<file path="src/rtl/uart_rx_line_buf_if.sv">
// Bundle of receive-byte, read-request and line-status signals for uart_rx_line_buf.
// The master drives bytes and read requests. The slave, the line buffer, drives line status and read data.
interface uart_rx_line_buf_if #(
  parameter int DEPTH = 64,
  parameter int AW    = $clog2(DEPTH)
) ();
  // rxDataValid: one-cycle strobe, with no back-pressure; rxdata is valid only when it is high.
  // rdReq: level request, one byte per cycle. rdValid is high the cycle after an accepted rdReq.
  logic [7:0]  rxdata;
  logic        rxDataValid;
  logic        rdReq;
  logic        lineRdy;
  logic [AW:0] lineLen;
  logic [7:0]  rdata;
  logic        rdValid;
  logic        lineDone;
  logic        overflow;
  logic        rxDrop;

  modport master (
    output rxdata, rxDataValid, rdReq,
    input  lineRdy, lineLen, rdata, rdValid, lineDone, overflow, rxDrop
  );

  modport slave (
    input  rxdata, rxDataValid, rdReq,
    output lineRdy, lineLen, rdata, rdValid, lineDone, overflow, rxDrop
  );
endinterface

</file>
<file path="src/rtl/uart_rx_line_buf.sv">
// Receive-side line assembler: edits incoming UART bytes into a line and presents it on CR.
// The application drains the line one byte per request. Bytes that arrive while a line is held are dropped.
module uart_rx_line_buf #(
  parameter int DEPTH = 64,
  parameter int AW    = $clog2(DEPTH)
) (
  input  logic                 clk,
  input  logic                 resetB,
  uart_rx_line_buf_if.slave    bus,
  output logic [1:0]           state_dbg
);

  typedef enum logic [1:0] {
    COLLECT = 2'd0,
    HOLD    = 2'd1,
    DRAIN   = 2'd2
  } state_e;

  localparam logic [AW:0] DEPTH_C = (AW+1)'(DEPTH);
  localparam logic [AW:0] ONE_C   = (AW+1)'(1);

  state_e      state_q, state_d;
  logic [AW:0] count_q, count_d;
  logic [AW:0] rd_ptr_q, rd_ptr_d;
  logic        overflow_q, overflow_d;
  logic [7:0]  rdata_q, rdata_d;
  logic        rd_valid_q, rd_valid_d;
  logic        line_done_q, line_done_d;
  logic        rx_drop_q, rx_drop_d;
  logic        mem_we;
  logic [7:0]  mem_q [DEPTH];

  logic is_print, is_bs, is_esc, is_cr;
  assign is_print = (bus.rxdata >= 8'h20) && (bus.rxdata <= 8'h7E);
  assign is_bs    = (bus.rxdata == 8'h08) || (bus.rxdata == 8'h7F);
  assign is_esc   = (bus.rxdata == 8'h1B);
  assign is_cr    = (bus.rxdata == 8'h0D);

  always_comb begin
    state_d     = state_q;
    count_d     = count_q;
    rd_ptr_d    = rd_ptr_q;
    overflow_d  = overflow_q;
    rdata_d     = rdata_q;
    rd_valid_d  = 1'b0;
    line_done_d = 1'b0;
    rx_drop_d   = 1'b0;
    mem_we      = 1'b0;
    case (state_q)
      COLLECT: begin
        if (bus.rxDataValid) begin
          if (is_print) begin
            if (count_q < DEPTH_C) begin
              mem_we  = 1'b1;
              count_d = count_q + ONE_C;
            end else begin
              overflow_d = 1'b1;
            end
          end else if (is_bs) begin
            if (count_q != '0) count_d = count_q - ONE_C;
          end else if (is_esc) begin
            count_d    = '0;
            overflow_d = 1'b0;
          end else if (is_cr) begin
            // An empty line is never presented.
            if (count_q != '0) state_d = HOLD;
          end
        end
      end
      HOLD, DRAIN: begin
        rx_drop_d = bus.rxDataValid;
        if (bus.rdReq && (rd_ptr_q < count_q)) begin
          rdata_d    = mem_q[rd_ptr_q[AW-1:0]];
          rd_valid_d = 1'b1;
          rd_ptr_d   = rd_ptr_q + ONE_C;
          state_d    = DRAIN;
          // The final byte of the line releases the buffer on the same edge.
          if (rd_ptr_q == (count_q - ONE_C)) begin
            line_done_d = 1'b1;
            count_d     = '0;
            rd_ptr_d    = '0;
            overflow_d  = 1'b0;
            state_d     = COLLECT;
          end
        end
      end
      default: state_d = COLLECT;
    endcase
  end

  always_ff @(posedge clk or negedge resetB) begin
    if (!resetB) begin
      state_q     <= COLLECT;
      count_q     <= '0;
      rd_ptr_q    <= '0;
      overflow_q  <= 1'b0;
      rdata_q     <= 8'h00;
      rd_valid_q  <= 1'b0;
      line_done_q <= 1'b0;
      rx_drop_q   <= 1'b0;
    end else begin
      state_q     <= state_d;
      count_q     <= count_d;
      rd_ptr_q    <= rd_ptr_d;
      overflow_q  <= overflow_d;
      rdata_q     <= rdata_d;
      rd_valid_q  <= rd_valid_d;
      line_done_q <= line_done_d;
      rx_drop_q   <= rx_drop_d;
    end
  end

  // The storage array has no reset; stale entries beyond count are never read.
  always_ff @(posedge clk) begin
    if (mem_we) mem_q[count_q[AW-1:0]] <= bus.rxdata;
  end

  assign bus.lineRdy  = (state_q != COLLECT);
  assign bus.lineLen  = count_q;
  assign bus.rdata    = rdata_q;
  assign bus.rdValid  = rd_valid_q;
  assign bus.lineDone = line_done_q;
  assign bus.overflow = overflow_q;
  assign bus.rxDrop   = rx_drop_q;
  assign state_dbg    = state_q;

endmodule

</file>
<file path="src/flat_wrapper.sv">
// flat-port wrapper written by rule: the top's interface ports become plain ports
module uart_rx_line_buf_flat 
#(
  parameter int DEPTH = 64,
  parameter int AW    = $clog2(DEPTH)
)
  (clk, resetB, state_dbg, bus_rxdata, bus_rxDataValid, bus_rdReq, bus_lineRdy, bus_lineLen, bus_rdata, bus_rdValid, bus_lineDone, bus_overflow, bus_rxDrop);
  uart_rx_line_buf_if #(.DEPTH(DEPTH), .AW(AW)) bus_i ();
  input  logic clk;
  input  logic resetB;
  output logic [1:0] state_dbg;
  input wire logic [$bits(bus_i.rxdata)-1:0] bus_rxdata;
  input wire logic [$bits(bus_i.rxDataValid)-1:0] bus_rxDataValid;
  input wire logic [$bits(bus_i.rdReq)-1:0] bus_rdReq;
  output wire logic [$bits(bus_i.lineRdy)-1:0] bus_lineRdy;
  output wire logic [$bits(bus_i.lineLen)-1:0] bus_lineLen;
  output wire logic [$bits(bus_i.rdata)-1:0] bus_rdata;
  output wire logic [$bits(bus_i.rdValid)-1:0] bus_rdValid;
  output wire logic [$bits(bus_i.lineDone)-1:0] bus_lineDone;
  output wire logic [$bits(bus_i.overflow)-1:0] bus_overflow;
  output wire logic [$bits(bus_i.rxDrop)-1:0] bus_rxDrop;
  assign bus_i.rxdata = bus_rxdata;
  assign bus_i.rxDataValid = bus_rxDataValid;
  assign bus_i.rdReq = bus_rdReq;
  assign bus_lineRdy = bus_i.lineRdy;
  assign bus_lineLen = bus_i.lineLen;
  assign bus_rdata = bus_i.rdata;
  assign bus_rdValid = bus_i.rdValid;
  assign bus_lineDone = bus_i.lineDone;
  assign bus_overflow = bus_i.overflow;
  assign bus_rxDrop = bus_i.rxDrop;
  uart_rx_line_buf #(.DEPTH(DEPTH), .AW(AW)) u_core (.clk(clk), .resetB(resetB), .bus(bus_i), .state_dbg(state_dbg));
endmodule
</file>
<file path="config.mk">
export PLATFORM = sky130hd
export DESIGN_NAME = uart_rx_line_buf_flat
export DESIGN_NICKNAME = d
export VERILOG_FILES = /design/src/rtl/uart_rx_line_buf_if.sv /design/src/rtl/uart_rx_line_buf.sv /design/src/flat_wrapper.sv
export SDC_FILE = /design/constraint.sdc
export NUM_CORES = 1
export LEC_CHECK = 0
export ABC_AREA = 1
export CORE_ASPECT_RATIO = 0.5
export CORE_MARGIN = 1.5
export CORE_UTILIZATION = 35
export DETAILED_ROUTE_END_ITERATION = 8
export GPL_TIMING_DRIVEN = 0
export PLACE_DENSITY = 0.57
export RECOVER_POWER = 100
export SLEW_MARGIN = 20
export SYNTH_ARGS = -nofsm -noshare
export SYNTH_HDL_FRONTEND = slang
export SYNTH_SLANG_ARGS = --single-unit
export TNS_END_PERCENT = 1
</file>
<file path="constraint.sdc">
create_clock -name clk -period 2.7 [get_ports clk]
set_input_delay 0.405 -clock clk [delete_from_list [all_inputs] [get_ports clk]]
set_output_delay 0.405 -clock clk [all_outputs]
set_load 0.05 [all_outputs]
</file>
==> results.py, run 1 <==
metrics = {
    "critical_path": {
        "slowest_delay_ns": 0.79,
        "critical_path.slowest_cell": "nor2_1",
        "critPathLaunchType": "flip-flop",
        "cp.arrival_ns": 3.46,
        "rr_endpoint": "u_core.mem_q[21][7]",
        "cp.required_ns": 2.96,
        "path_cells": "inv_1, ha_1, inv_1, nor2_1, nand2_1, nor2_2, nand4_1, nor2_1",
        "reg2reg_depth": 8,
        "worstReg2RegStart": "u_core.state_dbg[0]",
        "ff2ff_setup_slack_ns": -0.50,
        "cp-end-kind": "flip-flop",
        "cp_max_fo": 8,
        "critPathKind": "reg2reg",
    },
    "synth": {
        "synth.avg_cell_area_um2": 11.1,
        "synth_nets": 2088,
        "synthesis.area_um2": 22900,
        "netlist_instances": 2063,
        "ys_seq_area_frac": 0.703,
        "synth_seq_cells": 540,
        "yosys_warnings": 0,
        "ys_types": 35,
    },
    "sta": {
        "slew-limit-headroom": -0.381,
        "timing.final.crit_share": 1.19,
        "fmax_mhz": 312,
        "hold_viol_final": 0,
        "rsz0062_at_grt": "yes",
        "setup_viol_count_final": 298,
        "drv_slew": 64,
        "fin_crit_ns": 3.20,
        "timing.final.ws_setup_ns": -0.503,
        "setup_tns_ns": -88.54,
        "skew_ns": 0.0258,
        "hold_ws_ns": 0.199,
        "worst_pin_slew_ns": 2.07,
    },
    "placement": {
        "port_buffers": 33,
        "hpwl_mm": 49.2,
        "pre_cts_slack_ns": -1.15,
        "gp_congestion": 0.945,
        "place_inst": 2986,
    },
    "final_layout": {
        "final_cell_count_no_fill": 3088,
        "layout-drive-gt1-share": 0.108,
        "num_antenna_cells": 0,
        "areaGrowthSynthToFinish_pct": 15.3,
        "layout.nets": 2186,
    },
    "clocking": {
        "cts_buffers": 52,
        "root_buffer": "clkbuf_16",
        "htree_levels": 2,
        "clk_pin_slew_ns": 0.06,
        "clk_latency_ns": 0.63,
        "cts_tree": "done",
        "clock_path_buffers": 3,
        "cts.sinks": 540,
    },
    "routing": {
        "drc_errors": 0,
        "dr.pass1.iters": 6,
        "vias_per_cell": 5.32,
        "vias": 16400,
        "ant_nets": 0,
        "wire_per_inst_um": 23.9,
        "wl_mm": 73.8,
        "initialDrtViolationCount": 2356,
    },
    "power": {
        "power_density_nw_per_um2": 845,
        "total_power_mw": 22.3,
        "peakVddDrop_mv": 0.628,
        "p_leak_nw": 9.18,
    },
    "global_route": {
        "use_met2": 0.324,
        "grt_max_degree": 68,
        "overflow": 0,
        "antenna_found_initial": 0,
        "first_global_vias": 15500,
        "met1_usage": 0.313,
        "grt.busiest_layer": "met2",
        "use_met3": 0.0464,
        "grt_use_total": 0.220,
        "grt_pass1_wl_mm": 106,
    },
    "floorplan": {
        "start_util": 0.353,
        "rows": 66,
        "pin_count": 34,
        "die_y_um": 184,
        "design.core.area_um2": 64800,
        "die_x_um": 365,
        "dieArea_um2": 67000,
    },
    "hold_path": {
        "min_path_type": "in2async",
    },
    "outcome": {
        "outcome": "finished, violations left",
        "violations": "capacitance limit, slew limit, setup timing",
    },
    "flow_run": {
        "maxCapViolCount": 2,
    },
}
[Yosys cell counts, drive strengths merged]
master  count  share of area
o21a        1        0.00033
nor4        1        0.00027
nand3      98          0.022
nand4       9         0.0025
xor2        7         0.0027
edfxtp    512           0.67
inv        55         0.0090
a32o        1        0.00044
a211oi      1        0.00033
nand3b      1        0.00033
o22ai       4         0.0011
nor3b       1        0.00033
or2         1        0.00027
buf        67          0.019
a21oi      25         0.0055
nor3        6         0.0013
ha         13         0.0071
dfrtp      28          0.031
clkinv     11         0.0018
o21ai     272          0.060
nand2     281          0.046
o211ai     40          0.013
clkbuf     42         0.0069
nor2      585          0.096
o21bai      1        0.00033
[through the flow]
stage,cell area [um2],util
after CTS,26200,0.405
final,26400,0.407
after global placement,24300,0.375
after global routing,26400,0.407
after detailed placement,24400,0.377
after floorplan,22900,-
[metal layers]
metal  wire length, um  part of all wire  vias to the layer above
li1                  -                 -                     7365
met1             31800              0.43                     8096
met2             31800              0.43                      784
met3              7120             0.097                      170
met4              3040             0.041                        0
met5                 0                 0                        -
[how the worst max path moves through the flow]
stage / from / endpoint / cells past startpoint / slack, ns
final: u_core.state_dbg[0] / u_core.mem_q[21][7] / 8 / -0.50
after global routing: u_core.state_dbg[0] / u_core.mem_q[23][2] / 8 / -0.59
after CTS: u_core.state_dbg[0] / u_core.mem_q[56][3] / 8 / -0.47
after detailed placement: bus_rxdata[5] / u_core.mem_q[53][0] / 10 / -1.15
after global placement: bus_rxdata[5] / u_core.mem_q[53][0] / 9 / -3.30
after floorplan: u_core.state_dbg[0] / u_core.mem_q[16][0] / 8 / 0.005
[kinds of logic after synthesis]
kind of cell               synth area share
AOI/OAI and AO/OA                    0.0808
adders and majority gates           0.00711
xor gates and xnor gates            0.00268
buffers and inverters                0.0370
and+or+nand+nor                       0.170
DFF                                   0.703
[final cells by class]
type                    instances  area (um2)
plain buffers                 108         628
flip-flops and latches        540       16100
multi-input cells            1348        6260
repair buffers                 45         445
clock buffers                  69        1390
fillers                      6114       38400
inverters                      66         248
well taps                     884        1110
clock inverters                28         239
[cells in the final DEF, fill, tap and decap left out, types with 3 or more instances in the layout]
cell	n
nor2_1	518
edfxtp_1	512
nand2_1	277
o21ai_0	227
nand3_1	95
clkbuf_16	53
inv_1	50
clkbuf_1	50
o21ai_1	44
nor2_2	43
o211ai_1	40
dfrtp_1	28
buf_2	26
a21oi_1	25
nor2_4	24
buf_4	23
clkinv_1	21
dlygate4sd3_1	20
clkbuf_2	14
buf_6	13
ha_1	13
nand4_1	9
buf_1	8
clkinv_2	8
inv_2	7
xor2_1	7
nor3_1	6
clkbuf_4	4
o22ai_1	4
clkdlybuf4s50_1	4
nand2_2	3
bufinv_16	3
buf_12	3
[report_power, final]
group | leakage (nW) | internal, mW | switching [mW]
clock network | 0.789 | 3.92 | 3.26
registers | 4.97 | 9.33 | 0.134
logic | 3.42 | 1.50 | 4.16
total | 9.18 | 14.7 | 7.55
[critical path: cells and delay by family, from the launching register on]
family,cells,cell delay [ns]
buffers and inverters,2,0.22
flip-flops,1,0.41
adder cells (fa/ha/maj),1,0.24
AND/OR/NAND/NOR,5,1.96
[registers in the layout, summed over array words and instances, names as in the netlist]
name                 count
u_core.bus.overflow      1
u_core.bus.rdValid       1
u_core.bus.lineLen       7
u_core.bus.lineDone      1
u_core.bus.rxDrop        1
u_core.mem_q           512
u_core.bus.rdata         8
u_core.rd_ptr_q          7
u_core.state_dbg         2
[repair_timing]
action,CTS,global route
gates resized for setup,64,61
hold buffers,1,0
endpoints found under the setup margin,540,471
pin swaps,2,3
hold endpoints to repair,28,0
buffers inserted,3,2
gates cloned,0,0
No activity file was read; power rests on OpenSTA's default activity.
==> run 2: changes to the inputs <==
DONT_BUFFER_PORTS = 1   (was default)
PLACE_DENSITY = 0.56   (was 0.57)
==> run 2 against run 1 <==
Clock-buffer cell count is 1 lower. Global-route usage is 0.65 points higher. Via count is 0.71% higher. Final area is 1.2% higher. The run still ends with capacitance limit, slew limit, setup timing left. Largest power group unchanged. Critical endpoint is now u_core.mem_q[26][4]. Worst setup slack better by 0.49 ns. Core utilization is 0.47 points higher.
==> results.py, run 2 (same netlist as run 1, synthesis figures left out) <==
metrics = {
    "outcome": {
        "outcome": "finished, violations left",
        "violations": "capacitance limit, slew limit, setup timing",
    },
    "placement": {
        "placed_cell_area_um2": 24000,
        "place_inst": 2947,
        "gp_congestion": 0.975,
        "port_buffers": 0,
        "pre_cts_slack_ns": -1.08,
        "hpwl_mm": 48.1,
    },
    "final_layout": {
        "layout-drive-gt1-share": 0.130,
        "largest_reg_flops": 512,
        "areaGrowthSynthToFinish_pct": 16.7,
        "design_area_um2": 26700,
        "final_cell_count_no_fill": 3084,
        "final_cell_mix": "nor2_1, edfxtp_1, nand2_1, o21ai_0, nand3_1",
        "layout.nets": 2178,
    },
    "floorplan": {
        "start_util": 0.353,
        "die_x_um": 365,
        "die_y_um": 184,
        "design.core.area_um2": 64800,
        "pin_count": 34,
        "dieArea_um2": 67000,
        "rows": 66,
    },
    "sta": {
        "setup_viol_count_final": 13,
        "worst_pin_slew_ns": 3.09,
        "timing.final.ws_setup_ns": -0.0149,
        "skew_ns": 0.0247,
        "fin_crit_ns": 2.71,
        "drv_slew": 484,
        "hold_viol_final": 0,
        "fmax_mhz": 368,
        "timing.final.crit_share": 1.01,
        "slew-limit-headroom": -1.06,
        "hold_ws_ns": 0.142,
        "rsz0062_at_grt": "yes",
    },
    "routing": {
        "ant_nets": 0,
        "wl_met3_mm": 8.78,
        "routed.top_layer": "met5",
        "vias_per_cell": 5.36,
        "wl_met2_mm": 33.7,
        "dr.pass1.iters": 5,
        "wire_per_inst_um": 24.7,
        "vias": 16500,
        "drt-met1-wl_mm": 31.1,
        "wl_mm": 76.2,
        "drc_errors": 0,
        "initialDrtViolationCount": 2179,
    },
    "global_route": {
        "overflow": 0,
        "grt_pass1_wl_mm": 108,
        "antenna_found_initial": 5,
        "grt_max_degree": 65,
        "first_global_vias": 15400,
        "grt_use_total": 0.227,
    },
    "clocking": {
        "clk_pin_slew_ns": 0.06,
        "clk_latency_ns": 0.61,
        "cts_tree": "done",
        "root_buffer": "clkbuf_16",
        "cts.sinks": 540,
        "clock_path_buffers": 3,
        "cts_buffers": 51,
        "htree_levels": 2,
    },
    "critical_path": {
        "cp_max_fo": 8,
        "critPathLaunchType": "flip-flop",
        "cp-end-kind": "flip-flop",
        "cp.arrival_ns": 2.95,
        "worstReg2RegStart": "u_core.state_dbg[1]",
        "crit_path_start": "u_core.state_dbg[1]",
        "critPathKind": "reg2reg",
        "cp.required_ns": 2.94,
    },
    "flow_run": {
        "maxCapViolCount": 8,
    },
    "power": {
        "power_density_nw_per_um2": 831,
        "p_leak_nw": 9.14,
        "peakVddDrop_mv": 0.525,
    },
    "hold_path": {
        "min_path_type": "in2reg",
        "min-delay-start": "bus_rdReq",
    },
}
## run 2: cell count changes in the layout (fill, tap and decap cells not counted), sizes merged
cell           before  now
clkbuf            121  125
inv                60   57
dlygate4sd2         1    0
diode               0    5
clkinv             29   32
bufinv              3    2
buf                76   86
clkdlybuf4s50       4    0
dlygate4sd3        20    2
clkdlybuf4s25       0    1
## run 2: worst paths after layout
path	cells after the start	slack, ns	to
hold reg to reg	3	0.69	u_core.rd_ptr_q[6]
setup reg to reg	10	-0.01	u_core.mem_q[26][4]
hold / removal	4	0.14	u_core.rd_ptr_q[0]
max in group asynchronous	2	0.52	u_core.bus.lineLen[5]
min in group asynchronous	2	0.92	u_core.bus.rdata[1]
setup / recovery	10	-0.01	u_core.mem_q[26][4]
## run 2: power breakdown
group	total, mW	leakage (nW)	internal, mW	switching (mW)
combinational	5.34	3.43	1.42	3.92
clock	6.96	0.759	3.76	3.20
sequential	9.89	4.95	9.34	0.545
## run 2: layout make-up
cell class | instances | area, um2
fillers | 6126 | 38100
flip-flops and latches | 540 | 16100
multi-input cells | 1348 | 6570
clock buffers | 68 | 1370
well taps | 884 | 1110
plain buffers | 107 | 637
repair buffers | 39 | 465
inverters | 66 | 255
clock inverters | 27 | 185
diodes | 5 | 12.5
## run 2: critical path: stages (launching register included)
cell	delay [ns]
dfrtp_2	0.53
inv_2	0.12
ha_4	0.16
clkinvlp_4	0.31
nor2_4	0.19
nand2_2	0.09
nor2_4	0.11
buf_12	0.14
nand4_1	0.12
buf_6	0.20
nor2_4	0.36
## run 2: per-stage QoR
step	TNS [ns]	utilization	power [mW]
global route	-4.80	0.412	23.0
CTS	-3.07	0.412	22.0
finish	-0.0434	0.412	22.2
global placement	-389.63	0.370	14.6
floorplan	0	-	12.9
detailed placement	-431.36	0.370	14.7
## run 2: timing repair
| action | CTS | global route |
|---|---|---|
| pin swaps | 15 | 15 |
| hold buffers | 11 | 0 |
| buffers inserted | 20 | 8 |
| setup endpoints to repair | 539 | 431 |
| resized for setup | 178 | 40 |
| endpoints found under the hold margin | 541 | 0 |
## run 2: routing by layer
metal | vias to the layer above | GRT usage
met4 | 4 | 0.0795
met3 | 161 | 0.0605
met5 | - | 0
li1 | 7346 | -
met1 | 8145 | 0.314
met2 | 875 | 0.344
